<file path="config.mk">
export PLATFORM = sky130hd
export DESIGN_NAME = fpa_arbiter
export DESIGN_NICKNAME = d
export VERILOG_FILES = /design/src/rtl/fpa_pkg.sv /design/src/rtl/fpa_rsp_fifo.sv /design/src/rtl/fpa_arbiter.sv
export SDC_FILE = /design/constraint.sdc
export NUM_CORES = 1
export LEC_CHECK = 0
export BUFFER_PORTS_ARGS = -buffer_cell sky130_fd_sc_hd__buf_2
export CORE_ASPECT_RATIO = 0.7
export CORE_MARGIN = 4
export CORE_UTILIZATION = 40
export CTS_CLUSTER_DIAMETER = 30
export DETAILED_ROUTE_END_ITERATION = 7
export GPL_TIMING_DRIVEN = 0
export PLACE_DENSITY = 0.68
export SLEW_MARGIN = 0
export SYNTH_ARGS = -nofsm -noshare
export SYNTH_HDL_FRONTEND = slang
export SYNTH_SLANG_ARGS = --single-unit
</file>
<file path="constraint.sdc">
create_clock -name clk -period 3.2 [get_ports clk]
set_input_delay 0.64 -clock clk [delete_from_list [all_inputs] [get_ports clk]]
set_output_delay 0.64 -clock clk [all_outputs]
set_load 0.01 [all_outputs]
</file>
<file path="src/rtl/fpa_pkg.sv">
// fpa_pkg: shared types and constants for the floating-point adder arbiter.
//   fp32_t          - raw IEEE-754 single-precision bit pattern
//   fpa_tag_t       - {valid, id} tag that travels alongside an adder operation
//   FPA_DEFAULT_LAT - default adder latency (launch edge to capture edge)
package fpa_pkg;

  typedef logic [31:0] fp32_t;

  // Tag id is sized for the largest supported requester count (16);
  // the arbiter uses only the low $clog2(NUM_REQ) bits.
  localparam int FPA_ID_MAX_W    = 4;
  localparam int FPA_DEFAULT_LAT = 2;

  typedef struct packed {
    logic                    valid;
    logic [FPA_ID_MAX_W-1:0] id;
  } fpa_tag_t;

endpackage

</file>
<file path="src/rtl/fpa_rsp_fifo.sv">
// fpa_rsp_fifo: first-word fall-through result FIFO holding {id, data}.
// Ports:
//   clk, rst_n            clock, asynchronous active-low reset
//   push, push_id/data    write one entry (caller guarantees not full)
//   pop                   remove head entry; ignored while empty
//   empty, count          occupancy status
//   head_id, head_data    current head entry, forced to zero while empty
module fpa_rsp_fifo
  import fpa_pkg::*;
#(
  parameter  int DEPTH = 4,
  parameter  int ID_W  = 2,
  localparam int CNT_W = $clog2(DEPTH + 1),
  localparam int PTR_W = (DEPTH > 1) ? $clog2(DEPTH) : 1
) (
  input  logic             clk,
  input  logic             rst_n,
  input  logic             push,
  input  logic [ID_W-1:0]  push_id,
  input  logic [31:0]      push_data,
  input  logic             pop,
  output logic             empty,
  output logic [CNT_W-1:0] count,
  output logic [ID_W-1:0]  head_id,
  output logic [31:0]      head_data
);

  logic [ID_W-1:0]  id_mem   [DEPTH];
  fp32_t            data_mem [DEPTH];
  logic [PTR_W-1:0] wr_ptr_reg;
  logic [PTR_W-1:0] rd_ptr_reg;
  logic [CNT_W-1:0] count_reg;
  logic             do_pop;

  // Pointers wrap explicitly so non-power-of-two depths work.
  function automatic logic [PTR_W-1:0] ptr_inc(input logic [PTR_W-1:0] p);
    return (p == PTR_W'(DEPTH - 1)) ? '0 : p + PTR_W'(1);
  endfunction

  assign do_pop = pop && (count_reg != '0);

  // Storage needs no reset: entries are only visible through count_reg.
  always_ff @(posedge clk) begin
    if (push) begin
      id_mem[wr_ptr_reg]   <= push_id;
      data_mem[wr_ptr_reg] <= push_data;
    end
  end

  always_ff @(posedge clk or negedge rst_n) begin
    if (!rst_n) begin
      wr_ptr_reg <= '0;
      rd_ptr_reg <= '0;
      count_reg  <= '0;
    end else begin
      if (push)   wr_ptr_reg <= ptr_inc(wr_ptr_reg);
      if (do_pop) rd_ptr_reg <= ptr_inc(rd_ptr_reg);
      case ({push, do_pop})
        2'b10:   count_reg <= count_reg + CNT_W'(1);
        2'b01:   count_reg <= count_reg - CNT_W'(1);
        default: ;
      endcase
    end
  end

  assign empty     = (count_reg == '0);
  assign count     = count_reg;
  // Zero the head while empty so the response port reads 0 after reset.
  assign head_id   = empty ? '0 : id_mem[rd_ptr_reg];
  assign head_data = empty ? '0 : data_mem[rd_ptr_reg];

endmodule

</file>
<file path="src/rtl/fpa_arbiter.sv">
// fpa_arbiter: shares one fixed-latency floating-point adder among NUM_REQ
// requesters with round-robin arbitration, an id tag pipeline matching the
// adder latency, and a credit-protected result FIFO.
// Ports:
//   clk, rst_n            clock, asynchronous active-low reset
//   req_valid/req_ready   per-requester handshake (req_ready one-hot or zero)
//   req_a, req_b          per-requester operands, packed NUM_REQ x 32
//   fpa_a, fpa_b          registered operands to the adder
//   fpa_out               adder result, valid ADDER_LAT edges after launch
//   rsp_valid/rsp_ready   shared response handshake
//   rsp_id, rsp_data      issuing requester and raw sum bits
module fpa_arbiter
  import fpa_pkg::*;
#(
  parameter  int NUM_REQ    = 4,
  parameter  int ADDER_LAT  = FPA_DEFAULT_LAT,
  parameter  int FIFO_DEPTH = 4,
  localparam int ID_W       = $clog2(NUM_REQ)
) (
  input  logic                 clk,
  input  logic                 rst_n,
  input  logic [NUM_REQ-1:0]   req_valid,
  output logic [NUM_REQ-1:0]   req_ready,
  input  logic [NUM_REQ*32-1:0] req_a,
  input  logic [NUM_REQ*32-1:0] req_b,
  output logic [31:0]          fpa_a,
  output logic [31:0]          fpa_b,
  input  logic [31:0]          fpa_out,
  output logic                 rsp_valid,
  input  logic                 rsp_ready,
  output logic [ID_W-1:0]      rsp_id,
  output logic [31:0]          rsp_data
);

  localparam int CNT_W = $clog2(FIFO_DEPTH + 1);
  localparam int INF_W = $clog2(ADDER_LAT + 1);

  fp32_t            req_a_arr [NUM_REQ];
  fp32_t            req_b_arr [NUM_REQ];
  fpa_tag_t         tag_reg   [ADDER_LAT];
  logic [ID_W-1:0]  rr_ptr_reg;
  logic [INF_W-1:0] inflight_reg;
  logic [CNT_W-1:0] fifo_count;
  logic             fifo_push;
  logic             fifo_pop;
  logic             fifo_empty;
  logic             has_credit;
  logic             found;
  logic [ID_W-1:0]  grant_id;
  logic [ID_W:0]    probe;
  logic             issue;

  for (genvar gi = 0; gi < NUM_REQ; gi++) begin : g_unpack
    assign req_a_arr[gi] = req_a[gi*32 +: 32];
    assign req_b_arr[gi] = req_b[gi*32 +: 32];
  end

  function automatic logic [ID_W-1:0] wrap_inc(input logic [ID_W-1:0] v);
    return (v == ID_W'(NUM_REQ - 1)) ? '0 : v + ID_W'(1);
  endfunction

  // Round-robin search: first valid request at or after rr_ptr.
  always_comb begin
    found    = 1'b0;
    grant_id = '0;
    probe    = '0;
    for (int k = 0; k < NUM_REQ; k++) begin
      probe = {1'b0, rr_ptr_reg} + (ID_W+1)'(k);
      if (probe >= (ID_W+1)'(NUM_REQ)) probe = probe - (ID_W+1)'(NUM_REQ);
      if (!found && req_valid[probe[ID_W-1:0]]) begin
        found    = 1'b1;
        grant_id = probe[ID_W-1:0];
      end
    end
  end

  // Every launched-but-uncaptured op and every queued result holds one
  // FIFO slot, so a push can never land on a full FIFO.
  assign has_credit = (32'(fifo_count) + 32'(inflight_reg)) < 32'(FIFO_DEPTH);
  // rst_n gates the grant so req_ready reads 0 throughout reset.
  assign issue      = rst_n && found && has_credit;

  always_comb begin
    req_ready = '0;
    if (issue) req_ready[grant_id] = 1'b1;
  end

  assign fifo_push = tag_reg[ADDER_LAT-1].valid;
  assign fifo_pop  = rsp_valid && rsp_ready;

  always_ff @(posedge clk or negedge rst_n) begin
    if (!rst_n) begin
      fpa_a        <= '0;
      fpa_b        <= '0;
      rr_ptr_reg   <= '0;
      inflight_reg <= '0;
    end else begin
      if (issue) begin
        fpa_a      <= req_a_arr[grant_id];
        fpa_b      <= req_b_arr[grant_id];
        rr_ptr_reg <= wrap_inc(grant_id);
      end
      case ({issue, fifo_push})
        2'b10:   inflight_reg <= inflight_reg + INF_W'(1);
        2'b01:   inflight_reg <= inflight_reg - INF_W'(1);
        default: ;
      endcase
    end
  end

  // Tag pipeline: stage 0 marks a launch, last stage lines up with fpa_out.
  always_ff @(posedge clk or negedge rst_n) begin
    if (!rst_n) begin
      for (int s = 0; s < ADDER_LAT; s++) tag_reg[s] <= '0;
    end else begin
      tag_reg[0].valid <= issue;
      tag_reg[0].id    <= FPA_ID_MAX_W'(grant_id);
      for (int s = 1; s < ADDER_LAT; s++) tag_reg[s] <= tag_reg[s-1];
    end
  end

  fpa_rsp_fifo #(
    .DEPTH (FIFO_DEPTH),
    .ID_W  (ID_W)
  ) u_fifo (
    .clk       (clk),
    .rst_n     (rst_n),
    .push      (fifo_push),
    .push_id   (tag_reg[ADDER_LAT-1].id[ID_W-1:0]),
    .push_data (fpa_out),
    .pop       (fifo_pop),
    .empty     (fifo_empty),
    .count     (fifo_count),
    .head_id   (rsp_id),
    .head_data (rsp_data)
  );

  assign rsp_valid = !fifo_empty;

endmodule
</file>
* Yosys cells after proc, flatten, opt, wreduce, memory -nomap -nowiden
Memory sizes are Yosys's and may differ from the RTL's. Cells that the tools add are included.
Word-level totals: memories 2, RAM bits 136, register bits after elaboration 81
Memories:
- u_fifo.data_mem | words 4, width 32, read ports 1, clocked after Yosys merged registers in 0, write ports 1, RTL line fpa_rsp_fifo.sv:29 | fp32_t data_mem [DEPTH];
- u_fifo.id_mem | words 4, width 2, read ports 1, clocked after Yosys merged registers in 0, write ports 1, RTL line fpa_rsp_fifo.sv:28 | logic [ID_W-1:0] id_mem [DEPTH];
Operators by class: add/sub/neg operators 15, bitwise operators 1, multiplexer cells 38, reductions and logical operators 16, equality and inequality tests 7, magnitude comparators 12
Operators by type and width (number):
- two-way mux 32 bit | 5
- binary-select mux 32 bit (select 2 bit) | 2
- two-way mux 2 bit | 12
- less-than comparator 2 x 3 -> 1 bit, second input constant | 5
- greater-or-equal comparator 3 bit, second input constant | 4
- two-way mux 1 bit | 11
- == test 2 bit, second input constant | 5
- subtractor 2 x 1 -> 2 bit, second input constant | 5
- adder 2 x 1 -> 2 bit, second input constant | 4
- binary-select mux 1 bit (select 2 bit) | 4
- logical AND 1 bit | 8
- adder 2 x 2 -> 3 bit, second input constant | 2
- case mux 3 bit (2 select lines) | 1
- adder 3 x 2 -> 4 bit | 1
- == test 2 x 1 -> 1 bit, second input constant | 2
- logical NOT 1 bit | 4
- less-than comparator 4 x 3 -> 1 bit, second input constant | 1
- two-way mux 4 bit | 1
- case mux 2 bit (2 select lines) | 1
- nonzero test 2 bit | 2
- adder 2 x 1 -> 3 bit, second input constant | 1
- adder 3 x 1 -> 3 bit, second input constant | 1
- greater-or-equal comparator 2 x 3 -> 1 bit, second input constant | 1
- logical NOT 3 bit | 1
- other kinds (5) | 5

* Depth between registers and ports, before layout
word-level depth 19, mapped depth 10, depth with buffers taken out 9

* Hierarchy
Synthesis repeated with hierarchy kept, for this count alone.
Second synthesis, totals: cell total of the unflattened synthesis 663, area total of the unflattened synthesis 10561.4 um^2
By module, submodules not included:
- fpa_rsp_fifo | cells each 253, area each 5565.3 um^2, times used 1, sequential area each 4259.1 um^2
- fpa_arbiter | cells each 410, area each 4996.0 um^2, times used 1, sequential area each 1851.8 um^2

* Least setup slack after synthesis
OpenSTA, ideal clock, no wires.
path kind input-to-output, from input req_valid[2], to output req_ready[3], required time 2.560 ns, setup slack 0.531 ns, data arrival time 2.029 ns, stages 6, path through nor2b_1 -> or4b_4 -> nand2_2 -> buf_2 -> ha_1 -> and2_1
Between the ends: cells in the longest elaborated chain, start to end 17, elaborated cells on any way between the ends 30
Ends and longest elaborated chain:
- start, declared | RTL line fpa_arbiter.sv:22 | input logic [NUM_REQ-1:0] req_valid,
- binary-select mux 1 bit (select 2 bit) | RTL line fpa_arbiter.sv:70 | if (!found && req_valid[probe[ID_W-1:0]]) begin
- two-way mux 1 bit (not written as such) | RTL line fpa_arbiter.sv:70
- two-way mux 1 bit | RTL line fpa_arbiter.sv:70
- logical NOT 1 bit | RTL line fpa_arbiter.sv:70
- logical AND 1 bit | RTL line fpa_arbiter.sv:70
- two-way mux 1 bit | RTL line fpa_arbiter.sv:70
- logical NOT 1 bit | RTL line fpa_arbiter.sv:70
- logical AND 1 bit | RTL line fpa_arbiter.sv:70
- [2 not listed]
- logical AND 1 bit | RTL line fpa_arbiter.sv:70
- two-way mux 2 bit * | RTL line fpa_arbiter.sv:70
- net grant_id[0] | RTL line fpa_arbiter.sv:49 | logic [ID_W-1:0] grant_id;
- less-than comparator 2 x 3 -> 1 bit (not written as such) or greater-or-equal comparator 2 x 1 -> 1 bit (tied branches) | RTL line fpa_arbiter.sv:85 | if (issue) req_ready[grant_id] = 1'b1;
- logical AND 1 bit (not written as such) | RTL line fpa_arbiter.sv:85
- two-way mux 1 bit (not written as such) | RTL line fpa_arbiter.sv:85
- demux 1 bit (select 2 bit) * | RTL line fpa_arbiter.sv:85
- two-way mux 4 bit * | RTL line fpa_arbiter.sv:85
- end, declared | RTL line fpa_arbiter.sv:23 | output logic [NUM_REQ-1:0] req_ready,
Mark *: on every way through the listed nets, which the timed path passes. The rest lies on a longest branch. The select of a mux whose other input is x is not followed.

* Worst setup path after layout
from register rr_ptr_reg[0], to output req_ready[2]
Between the ends: cells in the longest elaborated chain, start to end 19, elaborated cells on any way between the ends 45
Ends and longest elaborated chain:
- start, declared | RTL line fpa_arbiter.sv:41 | logic [ID_W-1:0] rr_ptr_reg;
- start signal, assigned | RTL line fpa_arbiter.sv:101 | rr_ptr_reg <= wrap_inc(grant_id);
- branches (longest 18 deep; another with adder 2 x 1 -> 3 bit)
- two-way mux 4 bit * | RTL line fpa_arbiter.sv:85
Every way passes the cells marked *. The select of a mux whose other input is x is not followed.

==> metrics.md <==
| Metric | Value |
|---|---|
| Status | completed |
| Clock network fraction of design power | 0.292 |
| Syn-to-layout area delta | 36.9% |
| Sink Count | about 220 |
| Crit path max-delay family | simple AND/OR/NAND/NOR gates |
| First-pass DRT Iterations | 5 |
| Sequential share of power | 0.302 |
| Worst reg2reg path depth | 6 |
| MaxCap Viol Count | 0 |
| Core Area | 25000 um2 |
| Largest net degree at the start of global routing | 43 |
| Critical Path Source | rr_ptr_reg[0] |
| Vias per inst | 5.44 |
| Pwr Density | 980 nW/um2 |
| EDFF count, synth | approximately 140 |
| Seq/Total Area, Yosys | 0.592 |
| CP bufs+invs | 3 |
| Number of global-route vias before repair | 8603 |
| Netlist cell types | 39 |
| Most common cell on crit path | buf_2 |
| Chip Height | 142 um |
| Power share of the combinational group | 0.406 |
| Int Power | 0.00890 W |
| Switch share | 0.357 |
| Lkg Pwr | ~6.2 nW |
| Diode count | 0 |
| Final period util | 0.957 |
| Share of cells above drive strength 1 | 0.467 |
| Worst min path class | in2async |
| Initial antenna violation count | 1 |
| Arr. time, crit path | 2.42 ns |
| Tot GR Track Use | 0.227 |
| Post-synth ARST share | 0.373 |
| Commonest non-fill, non-tap cells in the layout | buf_2 (410), edfxtp_1 (136), dfrtp_1 (81) |
| Min cycle time layout | around 3 ns |
| Total Routed Length | between 30000 and 40000 um |
| Max Transition Viols Final | 0 |
| Post-Syn Instances | 745 |
| Tightest Pin Transition | just over 0.9 ns |
| Post-synth top flop | edfxtp_1 |
| Most flops, register | u_fifo.data_mem |
| Final hold vios | 0 |
| Worst Path Class, Setup | reg2out |
| CTS root buf | clkbuf_16 |
| Total number of vias | between 8k and 9k |
| CP startpoint kind | flip-flop |
| CP Cell Sequence | nor2b_1, or4b_4, nand2_2, inv_2, buf_2, ha_1, and2_1, buf_2 |
| Initial Util | 0.412 |
| Yosys Warn Count | 0 |
| Max reg flops | 128 |
| Area of the die | 28500 um2 |
| Final core occ | 0.564 |
| Commonest non-fill, non-tap cell in the layout | buf_2 |
| Iter 0 DRT Violations | 529 |
| Skew final | 0.0221 ns |
| Die width | 200 um |
| Synth Area per Inst | ~14 um2 |
| Routability Congestion | 0.897 |
| Crit path max fanout | 11 |
| TritonCTS clock tree | done |
| Worst Setup EP | req_ready[2] |
| Remaining Overflow, GRT | 0 |
| CP Capture Type | output pin |
| Nets | 1495 |
| # port buffers | ~400 |
| CP max stage cell | or4b_4 |
| Final setup violation count | 0 |
| CP max stage delay | 0.55 ns |
| Post-Syn Area | 10300 um2 |
| CTS Hold Buffers Added | 0 |
| Reg clk slew, reported paths | 0.05 ns |
| Flop-to-flop setup slack | 0.84 ns |
| Clock Path Buffers | 3 |
| Num CTS Buffers | 40 |
| First-pass GRT wire length | 49900 um |
| Biggest regs | u_fifo.data_mem (128), fpa_a (32), fpa_b (32) |
| Setup_tns | 0 ns |
| Antenna-violating nets left | 0 |
| RSZ-0062 raised after global routing | false |
| Row cnt | 48 |
| DR DRC count | 0 |
| Critical path required time | 2.56 ns |
| Synth area leader | edfxtp_1 |
| RR Startpoint | rr_ptr_reg[1] |
| Top post-synthesis cells by area | edfxtp_1 (40%), dfrtp_1 (20%), mux4_2 (7.4%) |
| Relative slew slack | 0.384 |
| Post-synthesis register bit count | between 200 and 250 |
| # IOs | 398 |
| Synth Net Count | 1053 |
| Worst R2R End | fpa_a[31] |
| Net switching power | 0.00495 W |
| H-tree depth | 2 |
| Per-cell routed wire length | between 20 and 25 um |
| Skew-Pair Late Insertion Delay | 0.51 ns |
| FMAX | 0.327 GHz |
| Yosys top cell area share | 0.396 |
| Dpl hpwl | 25100 um |
| CP Depth | 8 |
| Worst-case vdd ir drop | 443 uV |
## stage by stage
stage	hold slack (ns)	setup WS (ns)	total power [W]	area, um2	std cells
floorplan	0.331	0.531	0.00771	10300	745
global placement	0.333	-1.20	0.00973	12700	1467
detailed placement	0.335	-0.136	0.00984	12800	1471
CTS	0.0353	0.0133	0.0139	14100	1542
global route	0.0568	0.00380	0.0147	14100	1542
finish	0.0493	0.139	0.0138	14100	1542
## routing by layer
layer / part of all wire / vias up / global-route usage
met5: 0.00059 / - / 0
met4: 0.021 / 2 / 0.0572
met3: 0.076 / 59 / 0.0542
met2: 0.46 / 382 / 0.354
met1: 0.44 / 4115 / 0.322
li1: - / 3829 / -
## worst reg2reg max path, delay by kind of cell, from the launching register on
family	cells	cell delay, ns
buf+inv	2	0.38
flops	1	0.42
compound gates	2	0.62
simple gates	2	0.78
## power groups by stage
| stage | combinational, W | clock [W] | sequential [W] |
|---|---|---|---|
| 4_1_cts | 0.00565 | 0.00412 | 0.00417 |
| 3_5_place_dp | 0.00563 | 0 | 0.00421 |
| 6_report | 0.00562 | 0.00404 | 0.00418 |
| 5_1_grt | 0.00615 | 0.00428 | 0.00426 |
| 3_3_place_gp | 0.00553 | 0 | 0.00420 |
| 2_1_floorplan | 0.00338 | 0 | 0.00433 |
## how the worst min path moves through the flow
stage,endpoint,slack (ns)
3_3_place_gp,fifo_push,0.33
6_report,fpa_a[10],0.05
5_1_grt,tag_reg[5],0.06
3_5_place_dp,tag_reg[1],0.33
4_1_cts,tag_reg[1],0.04
2_1_floorplan,fifo_push,0.33
## layout make-up
cell class                 instances  area (um2)
fill                            2085       10900
clock buffer                      46        1050
sequential                       217        6110
tap                              325         407
inverter                          10        37.5
multi-input combinational        450        3760
clock inverter                    26         254
buffer                            67         422
timing repair buffer             401        2080
## repair_timing
| item | CTS | global route |
|---|---|---|
| resized for setup | 4 | 3 |
| buffers inserted | 0 | 0 |
| setup endpoints to repair | 16 | 13 |
## cell usage after synthesis, types with 2 or more instances
| library cell | instances |
|---|---|
| edfxtp_1 | 136 |
| dfrtp_1 | 81 |
| and3_1 | 64 |
| mux2i_1 | 64 |
| o22ai_1 | 64 |
| a211oi_1 | 55 |
| and2_1 | 42 |
| o21ai_0 | 37 |
| mux4_2 | 34 |
| o21ai_1 | 30 |
| clkbuf_1 | 25 |
| buf_2 | 17 |
| buf_6 | 14 |
| ha_1 | 12 |
| a211oi_2 | 10 |
| inv_1 | 8 |
| nand2_1 | 8 |
| buf_4 | 7 |
| clkbuf_2 | 5 |
| nor2_1 | 4 |
| nor2b_1 | 4 |
| xnor2_1 | 3 |
| xor2_1 | 3 |
| inv_2 | 2 |
| or3_1 | 2 |
## cells by family after synthesis
group                      after synthesis  share of synthesized area
buffers and inverters                   78                     0.0438
DFF                                    217                      0.592
and+or+nand+nor                        132                     0.0787
xor gates and xnor gates                 6                    0.00509
muxes                                   99                      0.137
adders and majority gates               13                     0.0165
AOI/OAI and AO/OA                      200                      0.127
(Power assumes the default switching activity.)
